**src/rtl/pipe_stage_reg.sv**
```systemverilog
// Pipeline stage register with valid/ready handshake, flush-to-bubble and an
// optional skid entry that breaks the combinational out_ready -> in_ready path.
module pipe_stage_reg #(
  parameter int unsigned DATA_W         = 64,
  parameter int unsigned FLAG_W         = 1,
  parameter logic [31:0] RESET_PC       = 32'h0000_3000,
  parameter bit          BUBBLE_KEEP_PC = 1'b1,
  parameter bit          SKID           = 1'b0
) (
  input  logic              clk,
  input  logic              reset,
  input  logic              en,
  input  logic              flush,
  input  logic              in_valid,
  output logic              in_ready,
  input  logic [31:0]       instr_in,
  input  logic [31:0]       PC_in,
  input  logic [DATA_W-1:0] data_in,
  input  logic [FLAG_W-1:0] flag_in,
  output logic              out_valid,
  input  logic              out_ready,
  output logic [31:0]       instr_out,
  output logic [31:0]       PC_out,
  output logic [DATA_W-1:0] data_out,
  output logic [FLAG_W-1:0] flag_out,
  output logic [1:0]        count
);

  logic              skid_valid;
  logic [31:0]       skid_instr;
  logic [31:0]       skid_pc;
  logic [DATA_W-1:0] skid_data;
  logic [FLAG_W-1:0] skid_flag;

  logic in_xfer;
  logic out_xfer;

  // Upstream ready: pass-through of out_ready without skid, skid occupancy with it.
  always_comb begin
    in_ready = 1'b0;
    if (SKID) begin
      in_ready = en & ~skid_valid;
    end else begin
      in_ready = en & (~out_valid | out_ready);
    end
  end

  // Handshake qualifiers; flush and reset suppress both directions.
  always_comb begin
    in_xfer  = in_valid & in_ready & en & ~flush & ~reset;
    out_xfer = out_valid & out_ready & en & ~flush & ~reset;
  end

  // Main entry: drives the out_* ports directly.
  always_ff @(posedge clk) begin
    if (reset) begin
      out_valid <= 1'b0;
      instr_out <= '0;
      PC_out    <= RESET_PC;
      data_out  <= '0;
      flag_out  <= '0;
    end else if (flush) begin
      // Bubble is a nop; the PC optionally stays with the flushed entry.
      out_valid <= 1'b0;
      instr_out <= '0;
      data_out  <= '0;
      flag_out  <= '0;
      if (!BUBBLE_KEEP_PC || !out_valid) begin
        PC_out <= RESET_PC;
      end
    end else if (en) begin
      if (out_xfer && skid_valid) begin
        instr_out <= skid_instr;
        PC_out    <= skid_pc;
        data_out  <= skid_data;
        flag_out  <= skid_flag;
      end else if (in_xfer && (!out_valid || out_xfer)) begin
        out_valid <= 1'b1;
        instr_out <= instr_in;
        PC_out    <= PC_in;
        data_out  <= data_in;
        flag_out  <= flag_in;
      end else if (out_xfer) begin
        out_valid <= 1'b0;
      end
    end
  end

  // Skid entry: catches an input while main is stalled, refills main on drain.
  always_ff @(posedge clk) begin
    if (reset) begin
      skid_valid <= 1'b0;
      skid_instr <= '0;
      skid_pc    <= '0;
      skid_data  <= '0;
      skid_flag  <= '0;
    end else if (flush) begin
      skid_valid <= 1'b0;
    end else if (en) begin
      if (out_xfer && skid_valid) begin
        skid_valid <= 1'b0;
      end else if (SKID && in_xfer && out_valid && !out_xfer) begin
        skid_valid <= 1'b1;
        skid_instr <= instr_in;
        skid_pc    <= PC_in;
        skid_data  <= data_in;
        skid_flag  <= flag_in;
      end
    end
  end

  // Occupancy counter tracking accepted minus delivered entries.
  always_ff @(posedge clk) begin
    if (reset || flush) begin
      count <= 2'd0;
    end else if (en) begin
      count <= count + 2'(in_xfer) - 2'(out_xfer);
    end
  end

endmodule

```
**config.mk**
```make
export PLATFORM = sky130hd
export DESIGN_NAME = pipe_stage_reg
export DESIGN_NICKNAME = d
export VERILOG_FILES = /design/src/rtl/pipe_stage_reg.sv
export SDC_FILE = /design/constraint.sdc
export NUM_CORES = 1
export LEC_CHECK = 0
export BUFFER_PORTS_ARGS = -buffer_cell sky130_fd_sc_hd__buf_2
export CAP_MARGIN = 20
export CORE_MARGIN = 4
export CORE_UTILIZATION = 47
export CTS_BUF_LIST = sky130_fd_sc_hd__clkbuf_4 sky130_fd_sc_hd__clkbuf_8 sky130_fd_sc_hd__clkbuf_16
export CTS_CLUSTER_SIZE = 30
export DETAILED_ROUTE_END_ITERATION = 6
export MAX_ROUTING_LAYER = met4
export PLACE_DENSITY = 0.81
export SLEW_MARGIN = 20
export SYNTH_ARGS = -nofsm -noshare
export SYNTH_HDL_FRONTEND = slang
export SYNTH_SLANG_ARGS = --single-unit
```
**constraint.sdc**
```tcl
create_clock -name clk -period 2.8 [get_ports clk]
set_clock_uncertainty 0.15 [all_clocks]
set_input_delay 0.28 -clock clk [delete_from_list [all_inputs] [get_ports clk]]
set_output_delay 0.28 -clock clk [all_outputs]
set_load 0.005 [all_outputs]
```
**Yosys cells after proc, flatten, opt, wreduce, memory -nomap -nowiden**

Index checks and enable logic that the tools add are counted.

- Input port bits: 135
- Register bits: 132
- Output and inout port bits: 133

- Bitwise logic cells: 13
- Eq/ne operators: 1
- Multiplexer cells: 9
- Add/sub/neg operators: 2
- Reduce and logical (&&, ||, !) cells: 11

Operators with widths:

| kind | count |
|---|---|
| two-way mux 32 bit | 5 |
| two-way mux 64 bit | 1 |
| AND 1 bit | 9 |
| AND reduction 2 bit | 2 |
| nonzero test 2 bit | 2 |
| two-way mux 1 bit | 3 |
| inverter 1 bit | 3 |
| AND reduction 3 bit | 1 |
| nonzero test 3 bit | 1 |
| adder 2 x 1 -> 2 bit | 1 |
| logical OR 1 bit | 2 |
| != test 2 bit, second input constant | 1 |
| OR reduction 2 bit | 1 |
| subtractor 2 x 1 -> 2 bit | 1 |
| logical AND 1 bit | 1 |
| zero test 1 bit | 1 |
| bitwise OR 1 bit | 1 |

**Depth between registers and ports, before layout**

Gate-level depths: netlist of run 1.

- Depth in word-level cells: 11
- Gate-level depth with buffers: 11

**Worst setup path after synthesis of run 1**

No wires, ideal clock.

- Kind: input-to-reg
- From: input flush
- To: register count[1]
- Data arrival time: 1.893 ns
- Setup time: 0.072 ns
- Slack: 0.685 ns
- Stages on the path: 11
- Cells stage by stage: buf_2 > nor2_8 > nand4_4 > buf_4 > buf_2 > ha_1 > inv_1 > ha_1 > xor2_1 > nand2_1 > mux2i_1

- Longest elaborated chain between the ends: 5

RTL lines:

| item | RTL line | RTL |
|---|---|---|
| start, declared | 13 | `input logic flush,` |
| inverter 1 bit | 50, 51 |  |
| AND 1 bit (2 in a row) | 50 | `in_xfer = in_valid & in_ready & en & ~flush & ~reset;` |
| adder 2 x 1 -> 2 bit | 117 | `count <= count + 2'(in_xfer) - 2'(out_xfer);` |
| subtractor 2 x 1 -> 2 bit | 117 |  |
| end signal, assigned | 117 |  |
| end, declared | 26 | `output logic [1:0] count` |

Parallel ways exist; a longest one is shown, timed or not.
A chain may end at the register's enable or synchronous reset.

**Worst setup path in the final report of run 1**

- From: register out_valid
- To: register count[1]

- Longest elaborated chain between the ends: 9

RTL lines:

| item | RTL line | RTL |
|---|---|---|
| start, declared | 20 | `output logic out_valid,` |
| start signal, assigned | 57 | `out_valid <= 1'b0;` |
| start signal, assigned | 64 | `out_valid <= 1'b0;` |
| start signal, assigned | 78 | `out_valid <= 1'b1;` |
| inverter 1 bit | 44 | `in_ready = en & (~out_valid \| out_ready);` |
| bitwise OR 1 bit | 44 |  |
| AND 1 bit | 44 |  |
| AND 1 bit (4 in a row) | 50 |  |
| adder 2 x 1 -> 2 bit | 117 |  |
| subtractor 2 x 1 -> 2 bit * | 117 |  |

Every way passes the cells marked *; elsewhere a longest branch is shown, timed or not.

==> results.md, run 1 <==
* Ys Warns at 0
* Post-CTS setup buffers at 0
* Starting DRT DRC Count at 500
* Vias at 5,903
* Cell Area, Synth at 0.00572 mm^2
* Register area at about 0.0026 mm^2
* Finished Layout Cells at 1,183
* Drt drc at 0
* Post-route ant nets at 0
* PD cells at 533 mW/mm^2
* Tmin final at 2.15 ns
* CTS max path bufs at 2
* Synthesized net count at 780
* RSZ-0062 raised after global routing: false
* Top Usage Layer GRT: met2
* Area contributors post-synth: dfxtp_1, mux2i_1, inv_1
* Hold Crit Class: in2reg
* Die width at 118 um
* CTS resizes at 0
* Initial core utilization at 0.478
* Clk slew on worst S/H paths at 0.06 ns
* CP Launch Type: flop
* P&R area growth vs syn at 57.6%
* Final setup violating endpoints at 0
* CP Capture Type: flop
* Yosys top cell by area: dfxtp_1
* Antenna violations before repair at 0
* CP delay by family, top: flip-flops
* Cells after synthesis at 643
* Final #Nets at 1,160
* Post-route cell area at 0.00902 mm^2
* Max frequency at about 470 MHz
* DRT Pass-1 Iters at 5
* H-tree Lvls at 4
* Yosys top cell area share at 0.462
* Inst Count DP at between 1,000 and 1,500
* Worst path bufs/invs at 2
* Static Leak at 0.00517 uW
* Clock sink count at roughly 130
* Post-synthesis sequential area ratio at 0.462
* CTS tree: done
* DP HPWL at between 10 and 15 mm
* Ports at 268
* Tightest Pin Transition at 0.630 ns
* CTS buffer count at 17
* Port buffer count at 267
* Fill cells at 757
* Clock Tree Root: clkbuf_16
* Worst-Skew Late Latency at 0.41 ns
* Worst path slowest cell: dfxtp_1
* WP data required at 2.96 ns
* GRT overflow at 0
* Core Rows at 40
* Die height at between 100 and 150 um
* Footprint of the multi-input gates at around 0.0024 mm^2
* Antenna cells at 0
* Fin. max-slew vios at 0
* Synthesized area per cell at between 8 and 9 um^2
* # Max-Cap Violations at 0
* Util after Layout at 0.754
* Status: finished clean
* Setup TNS at 0 ns
* Crit path largest cell delay at 0.56 ns
* Fin. Hold Viols at 0
* Tcrit/Tclk final at 0.766
* Via density at around 5
* Core Box Area at 0.0120 mm^2
* Global-route wire length before repair at roughly 31 mm
* Layout cells sized above 1 at 0.300
* CP Class: reg2reg
* Avg WL per Cell at 16.3 um
* Worst Path Arrival at approximately 2.3 ns
* Met1 usage at 0.298
* CTS Hold Bufs at 129
* Worst-path cell chain: inv_1, nor4_1, ha_1, inv_1, ha_1, xor2_1, nand2_1, mux2i_1
* Yosys cell types at 26
* M2 GR Usage at 0.472
* Slew headroom at 0.580
* Placed Area at 0.00711 mm^2
* Total Routing Usage GR at 0.282
* Largest net degree at the start of global routing at 66
* Vias in the first global route at 6,213
* Synth Register Bits at 132
* Max Fanout on Critical Path at 12
* M3 GR Usage at 0.0737
* GPL Wtd Cong at 0.845
* Die footprint at 0.0140 mm^2
* Peak VDD IR at 0.410 mV
* Total Routed Length at about 19 mm
==> area by class of cell <==
type                       instances  area share
sequential                       132       0.293
tap                              147      0.0204
clock inverter                    14      0.0207
multi-input combinational        337       0.262
inverter                         129      0.0537
clock buffer                      18      0.0480
timing repair buffer             406       0.302
==> worst register-to-register path, stage by stage, from the launching register on <==
cell	delay, ns
dfxtp_1	0.56
inv_1	0.15
nor4_1	0.35
ha_1	0.29
inv_1	0.06
ha_1	0.14
xor2_1	0.15
nand2_1	0.08
mux2i_1	0.11
==> final timing paths <==
| check | endpoint | cells after the start | from | slack, ns |
|---|---|---|---|---|
| min | count[1] | 3 | en | 0.06 |
| max reg2reg | count[1] | 8 | out_valid | 0.65 |
| min reg2reg | instr_out[14] | 2 | instr_out[14] | 0.30 |
| max | count[1] | 8 | out_valid | 0.65 |
==> cell usage after synthesis <==
master	number
nand4_4	1
buf_2	11
or3_1	1
ha_1	2
and2_1	1
nor4_1	1
mux2i_1	99
a32oi_1	30
buf_6	3
nand3_1	1
nand3b_1	1
nor3_1	1
dfxtp_1	132
a211o_1	2
buf_1	1
xor2_1	1
o21ai_1	30
mux2_1	2
nor2b_1	30
inv_1	129
nor2_8	1
nor3b_1	30
buf_4	8
nand2_1	101
clkbuf_1	22
nand2b_1	2
==> where the power goes <==
group	total (uW)	leakage (uW)	internal (uW)	switching [uW]
clock network	2340	0.000303	1490	845
logic	511	0.00380	282	229
registers	1950	0.00107	1930	28.2
total	4800	0.00517	3700	1100
==> sequential cells by signal, summed over array words and instances (netlist names) <==
name / flops
out_valid: 1
instr_out: 32
PC_out: 32
data_out: 64
count: 2
flag_out: 1
==> layout by cell type, fill, tap and decap left out <==
| cell | n |
|---|---|
| buf_2 | 267 |
| dfxtp_1 | 132 |
| inv_1 | 129 |
| dlygate4sd3_1 | 129 |
| nand2_1 | 101 |
| mux2i_1 | 99 |
| nor2b_1 | 30 |
| nor3b_1 | 30 |
| a32oi_1 | 30 |
| o21ai_1 | 30 |
| clkbuf_16 | 17 |
| buf_4 | 8 |
| clkinv_2 | 5 |
| bufinv_16 | 4 |
| clkinv_4 | 3 |
| nand2b_1 | 2 |
| a211o_1 | 2 |
| mux2_1 | 2 |
| ha_1 | 2 |
| clkinvlp_4 | 2 |
| buf_12 | 2 |
| nor4_1 | 1 |
| nor2_8 | 1 |
| nand4_4 | 1 |
| and2_1 | 1 |
| nand3b_1 | 1 |
| nor3_1 | 1 |
| nand3_1 | 1 |
| or3_1 | 1 |
| xor2_1 | 1 |
| clkbuf_4 | 1 |
==> through the flow <==
step	setup slack [ns]	power (uW)	hold WS [ns]
after global placement	0.766	2330	0.291
after global routing	0.529	4950	0.0774
final	0.654	4800	0.0614
after detailed placement	0.677	2340	0.297
after CTS	0.662	4800	0.0400
after floorplan	0.685	2160	0.255
==> metal layers <==
metal | part of all wire | vias up
met3 | 0.074 | 81
li1 | - | 2818
met5 | 0 | -
met1 | 0.39 | 2687
met4 | 0.049 | 0
met2 | 0.49 | 317
==> kinds of logic (layout without fill, tap and decap cells) <==
family | count (synthesis) | count (layout) | synth area share
compound gates | 62 | 62 | 0.0752
xor+xnor | 1 | 1 | 0.00153
fa+ha+maj | 2 | 2 | 0.00437
buf+inv | 174 | 567 | 0.126
flops | 132 | 132 | 0.462
mux | 101 | 101 | 0.177
simple gates | 171 | 171 | 0.154
Note: power is estimated with default switching activity, not from simulation.
==> run 2, diff against run 1 <==
clock period = 2 ns   (was 2.8 ns; I/O delays follow)
==> run 2 against run 1 <==
Via count increased by 0.39%. Sequential share of layout area hardly changed. First-iteration DRC count grew 1.4%. Routed wire length is 0.78% higher. Highest routed layer unchanged. Register-to-register slack got worse by 0.47 ns. Combinational power grew 43%. Critical path depth shrank 2. Clock power is 26% higher. Critical path type is now in2reg. Hold slack improved by 0.10 ns. Worst setup slack worse by 0.56 ns. Cell count up 0.51%. Final area is essentially flat.
==> results.md, run 2 (synthesized netlist as in run 1, its figures left out) <==
* CP Capture Type: flop
* Static Leak at 0.00517 uW
* Max frequency at 525 MHz
* Antenna violations before repair at 2
* Setup WS pre-CTS at between 0.15 and 0.2 ns
* Status: finished clean
* Hold Crit Class: in2reg
* Launching point of the worst reg2reg path: out_valid
* Inst Count DP at 1,024
* Total Routing Usage GR at 0.280
* GPL Wtd Cong at 0.819
* Via density at 4.98
* Peak VDD IR at 0.518 mV
* Tcrit/Tclk final at 0.953
* CTS tree: done
* Post-route ant nets at 0
* Vias at 5,926
* Tightest Pin Transition at 0.624 ns
* Total Routed Length at about 19 mm
* Fill cells at 735
* Port buffer count at roughly 270
* Starting DRT DRC Count at 507
* CP Class: in2reg
* Tot Pwr at around 6400 uW
* Vias in the first global route at 6,095
* Worst-Skew Late Latency at approximately 0.41 ns
* Critical path origin: out_ready
* Max Fanout on Critical Path at 40
* Die width at approximately 120 um
* Register area at 0.00264 mm^2
* Top flop regs: data_out x64, PC_out x32, instr_out x32
* P&R area growth vs syn at 57.4%
* # Max-Cap Violations at 0
* Tmin final at 1.91 ns
* Setup TNS at 0 ns
* H-tree Lvls at 4
* Layout cells sized above 1 at 0.301
* Core Rows at 40
* Finished Layout Cells at 1,189
* Clk slew on worst S/H paths at 0.05 ns
* Clock Tree Root: clkbuf_16
* RSZ-0062 raised after global routing: false
* CTS max path bufs at 2
* Clock sink count at ~130
* Fin. Hold Viols at 0
* Fin. max-slew vios at 0
* Setup ws final at 0.0949 ns
* Die footprint at 0.0140 mm^2
* CP Launch Type: primary input
* Core Box Area at 0.0120 mm^2
* Initial core utilization at 0.478
* Hold_ws at between 0.15 and 0.2 ns
* Final #Nets at 1,164
* Largest register FFs at 64
* Worst Path Arrival at 2.06 ns
* Biggest register: data_out
* Largest net degree at the start of global routing at 100
* DP HPWL at about 10 mm
* Drt drc at 0
* Die height at approximately 120 um
* Slew headroom at 0.584
* DRT Pass-1 Iters at 4
* WP data required at 2.15 ns
* Most common cell after layout, fill and taps aside: buf_2
* Final setup violating endpoints at 0
* CTS buffer count at 17
* Global-route wire length before repair at 30.6 mm
* GRT overflow at 0
* Ports at 268
* PD cells at between 700 and 800 mW/mm^2
* Worst hold start: flush
* Footprint of the multi-input gates at approximately 0.0024 mm^2
* Most frequent cells in the layout: buf_2, dfxtp_1, dlygate4sd3_1
* Avg WL per Cell at 16.4 um
==> run 2: timing repair <==
item	in CTS	in global routing
hold buffers	131	0
buffers inserted	0	0
endpoints found under the hold margin	131	0
endpoints found under the setup margin	0	1
resized for setup	0	1
==> run 2: where the power goes <==
group	total, uW	leakage (uW)	switching, uW	internal, uW
combinational	730	0.00381	328	402
clock	2950	0.000288	1080	1870
sequential	2740	0.00107	37.2	2700
total	6420	0.00517	1450	4970
==> run 2: metrics by stage <==
| stage | instance area, um^2 | utilization |
|---|---|---|
| 2_1_floorplan | 5730 | - |
| 3_3_place_gp | 7120 | 0.595 |
| 3_5_place_dp | 7120 | 0.595 |
| 4_1_cts | 8990 | 0.752 |
| 5_1_grt | 9010 | 0.753 |
| 6_report | 9010 | 0.753 |
==> run 2: path summary, 6_finish.rpt <==
check | depth (start not counted) | end | slack, ns
max | 6 | PC_out[12] | 0.09
min | 3 | count[0] | 0.16
max reg2reg | 8 | count[1] | 0.18
min reg2reg | 2 | data_out[52] | 0.30
==> run 2: cell type report <==
class                      instances  share of cell area
clock buffer                      26              0.0568
timing repair buffer             410               0.307
antenna                            3            0.000833
sequential                       132               0.293
inverter                         129              0.0537
tap                              147              0.0204
clock inverter                     5             0.00556
multi-input combinational        337               0.263
==> run 2: routing by layer <==
| layer | vias up | track usage | routed length (um) |
|---|---|---|---|
| met4 | 0 | 0.144 | 823 |
| met2 | 307 | 0.482 | 9830 |
| met5 | - | - | 0 |
| li1 | 2831 | - | - |
| met3 | 73 | 0.0699 | 1450 |
| met1 | 2715 | 0.299 | 7380 |
==> run 2: critical path, stage by stage <==
cell,delay [ns]
dlygate4sd3_1,0.53
buf_2,0.13
nand2b_1,0.18
nand4_4,0.11
buf_4,0.52
mux2_1,0.38
==> run 3, diff against run 2 <==
==> constraint.sdc (replaced) <==
create_clock -name clk -period 2 [get_ports clk]
set_clock_uncertainty 0.15 [all_clocks]
set_input_delay 0.6 -clock clk [delete_from_list [all_inputs] [get_ports clk]]
set_output_delay 0.6 -clock clk [all_outputs]
set_load 0.005 [all_outputs]
==> run 3 against run 2 <==
Final area is 12% lower. Non-clock buffer count decreased by 116. Critical path depth down 2. Core utilization is 8.7 points lower. Count of clock-buffer cells in the layout fell by 6. Sequential power barely moved. Maximum frequency is 2.0% lower. Hold slack gained 0.10 ns. Combinational power is 28% lower. First-iteration DRC count is 25% lower. Global-route usage down 6.1 points.
==> results.md, run 3 (synthesized netlist as in run 1, its figures left out) <==
* Die width at 118 um
* Clock Tree Root: clkbuf_16
* Post-CTS setup buffers at 0
* Net Switching at ~1400 uW
* Ports at 268
* Initial core utilization at 0.478
* Clk slew on worst S/H paths at 0.06 ns
* Worst path slowest cell: nand2b_1
* Post-route ant nets at 0
* Avg WL per Cell at 14.1 um
* Clk network pwr share at 0.492
* Tcrit/Tclk final at 0.972
* Tightest Pin Transition at 0.367 ns
* Top Usage Layer GRT: met2
* Slew headroom at 0.755
* Peak VDD IR at 0.587 mV
* Fin. max-slew vios at 0
* Max frequency at 514 MHz
* Finished Layout Cells at 1,072
* GRT overflow at 0
* H-tree Lvls at 4
* Vias at 5,112
* CP Launch Type: primary input
* Placed Area at between 0.007 and 0.008 mm^2
* Total Routing Usage GR at 0.219
* Inst Count DP at 1,039
* Vias in the first global route at between 5,000 and 6,000
* CP Capture Type: output pin
* Sw Share at 0.224
* Biggest register: data_out
* Clock sink count at around 130
* Layout cells sized above 1 at 0.360
* DP HPWL at 11.2 mm
* Status: finished clean
* Static Leak at 0.00474 uW
* Combinational power share at 0.082
* Worst Path Arrival at 1.19 ns
* Top flop regs: data_out x64, PC_out x32, instr_out x32
* CTS max path bufs at 2
* Crit path largest cell delay at between 0.15 and 0.2 ns
* GPL Wtd Cong at 0.853
* CTS tree: done
* M3 GR Usage at 0.0627
* Seq pwr share at 0.426
* Via density at 4.77
* Drt drc at 0
* Met1 usage at 0.253
* Fin. Hold Viols at 0
* PD cells at a little over 800 mW/mm^2
* Most common cell after layout, fill and taps aside: buf_2
* # Max-Cap Violations at 0
* Most frequent cells in the layout: buf_2, dfxtp_1, inv_1
* Final setup violating endpoints at 0
* Critical Path Most Common Cell: buf_2
* CTS buffer count at 17
* CTS Hold Bufs at 0
* DRT Pass-1 Iters at 4
* Tmin final at 1.94 ns
* Util after Layout at 0.666
* Core Box Area at 0.0120 mm^2
* Tot Pwr at roughly 6400 uW
* Post-route cell area at 0.00797 mm^2
* Max Fanout on Critical Path at 3
* CP Class: in2out
* Hold Crit Class: in2reg
* M2 GR Usage at 0.359
* Cell-internal power at 4980 uW
* Worst-Skew Late Latency at 0.41 ns
* Antenna violations before repair at 1
* Port buffer count at 267
* Largest net degree at the start of global routing at 74
* Setup TNS at 0 ns
* RSZ-0062 raised after global routing: false
* Final #Nets at between 1,000 and 1,500
* Die height at 118 um
* Largest register FFs at 64
* Worst-path cell chain: buf_2, nand2b_1, and2_1, buf_2
* Die footprint at 0.0140 mm^2
* Total Routed Length at 15.1 mm
* P&R area growth vs syn at 39.3%
* Starting DRT DRC Count at 380
* Global-route wire length before repair at roughly 24 mm
* WP data required at ~1.3 ns
* Core Rows at 40
-- run 3: changes by cell type in the layout (fill, tap and decap cells not counted), moves of 2 or more --
cell	before	now
buf_12	2	9
buf_4	10	17
bufinv_16	1	3
clkbuf_4	6	2
clkbuf_8	3	1
clkinvlp_4	0	3
diode_2	3	1
dlygate4sd3_1	131	0
ha_1	2	0
ha_4	0	2
inv_6	0	2
-- run 3: power groups by stage --
stage,registers [uW],logic (uW),clock network [uW]
3_5_place_dp,2790,528,0
2_1_floorplan,2790,243,0
6_report,2730,528,3150
5_1_grt,2740,586,3310
4_1_cts,2730,532,3210
3_3_place_gp,2780,521,0
-- run 3: worst paths after layout --
path                                       to  cells past startpoint     startpoint  slack [ns]
worst max register to register       count[1]                      8      out_valid        0.17
worst max-delay path                 in_ready                      4      out_ready        0.06
worst min register to register  instr_out[10]                      2  instr_out[10]        0.30
worst min-delay path            instr_out[18]                      3   instr_in[18]        0.27
-- run 3: what timing repair did --
item,in CTS,in global routing
endpoints found under the setup margin,1,1
hold endpoints to repair,0,0
resized for setup,1,1
-- run 3: final cells by class --
type	instances	area, um^2
Timing Repair Buffer	294	1660
Clock buffer	20	454
Antenna cell	1	2.50
Clock inverter	12	154
Fill cell	971	3990
Sequential cell	132	2640
Tap cell	147	184
Multi-Input combinational cell	337	2390
Inverter	129	484
-- run 3: critical path: cells and delay by family --
kind | cells | cell delay, ns
and+or+nand+nor | 2 | 0.36
buffers and inverters | 2 | 0.23
-- run 3: metal layers --
layer	share of wire	vias up
met5	0	-
met4	0.023	0
met3	0.075	32
met2	0.48	216
met1	0.42	2279
li1	-	2585
-- run 3: stage by stage --
stage               worst slack (ns)  hold slack (ns)
CTS                           0.0278            0.253
detailed placement            -0.160            0.298
global route                  0.0172            0.261
global placement              -0.117            0.291
finish                        0.0561            0.266
floorplan                     -0.272            0.304
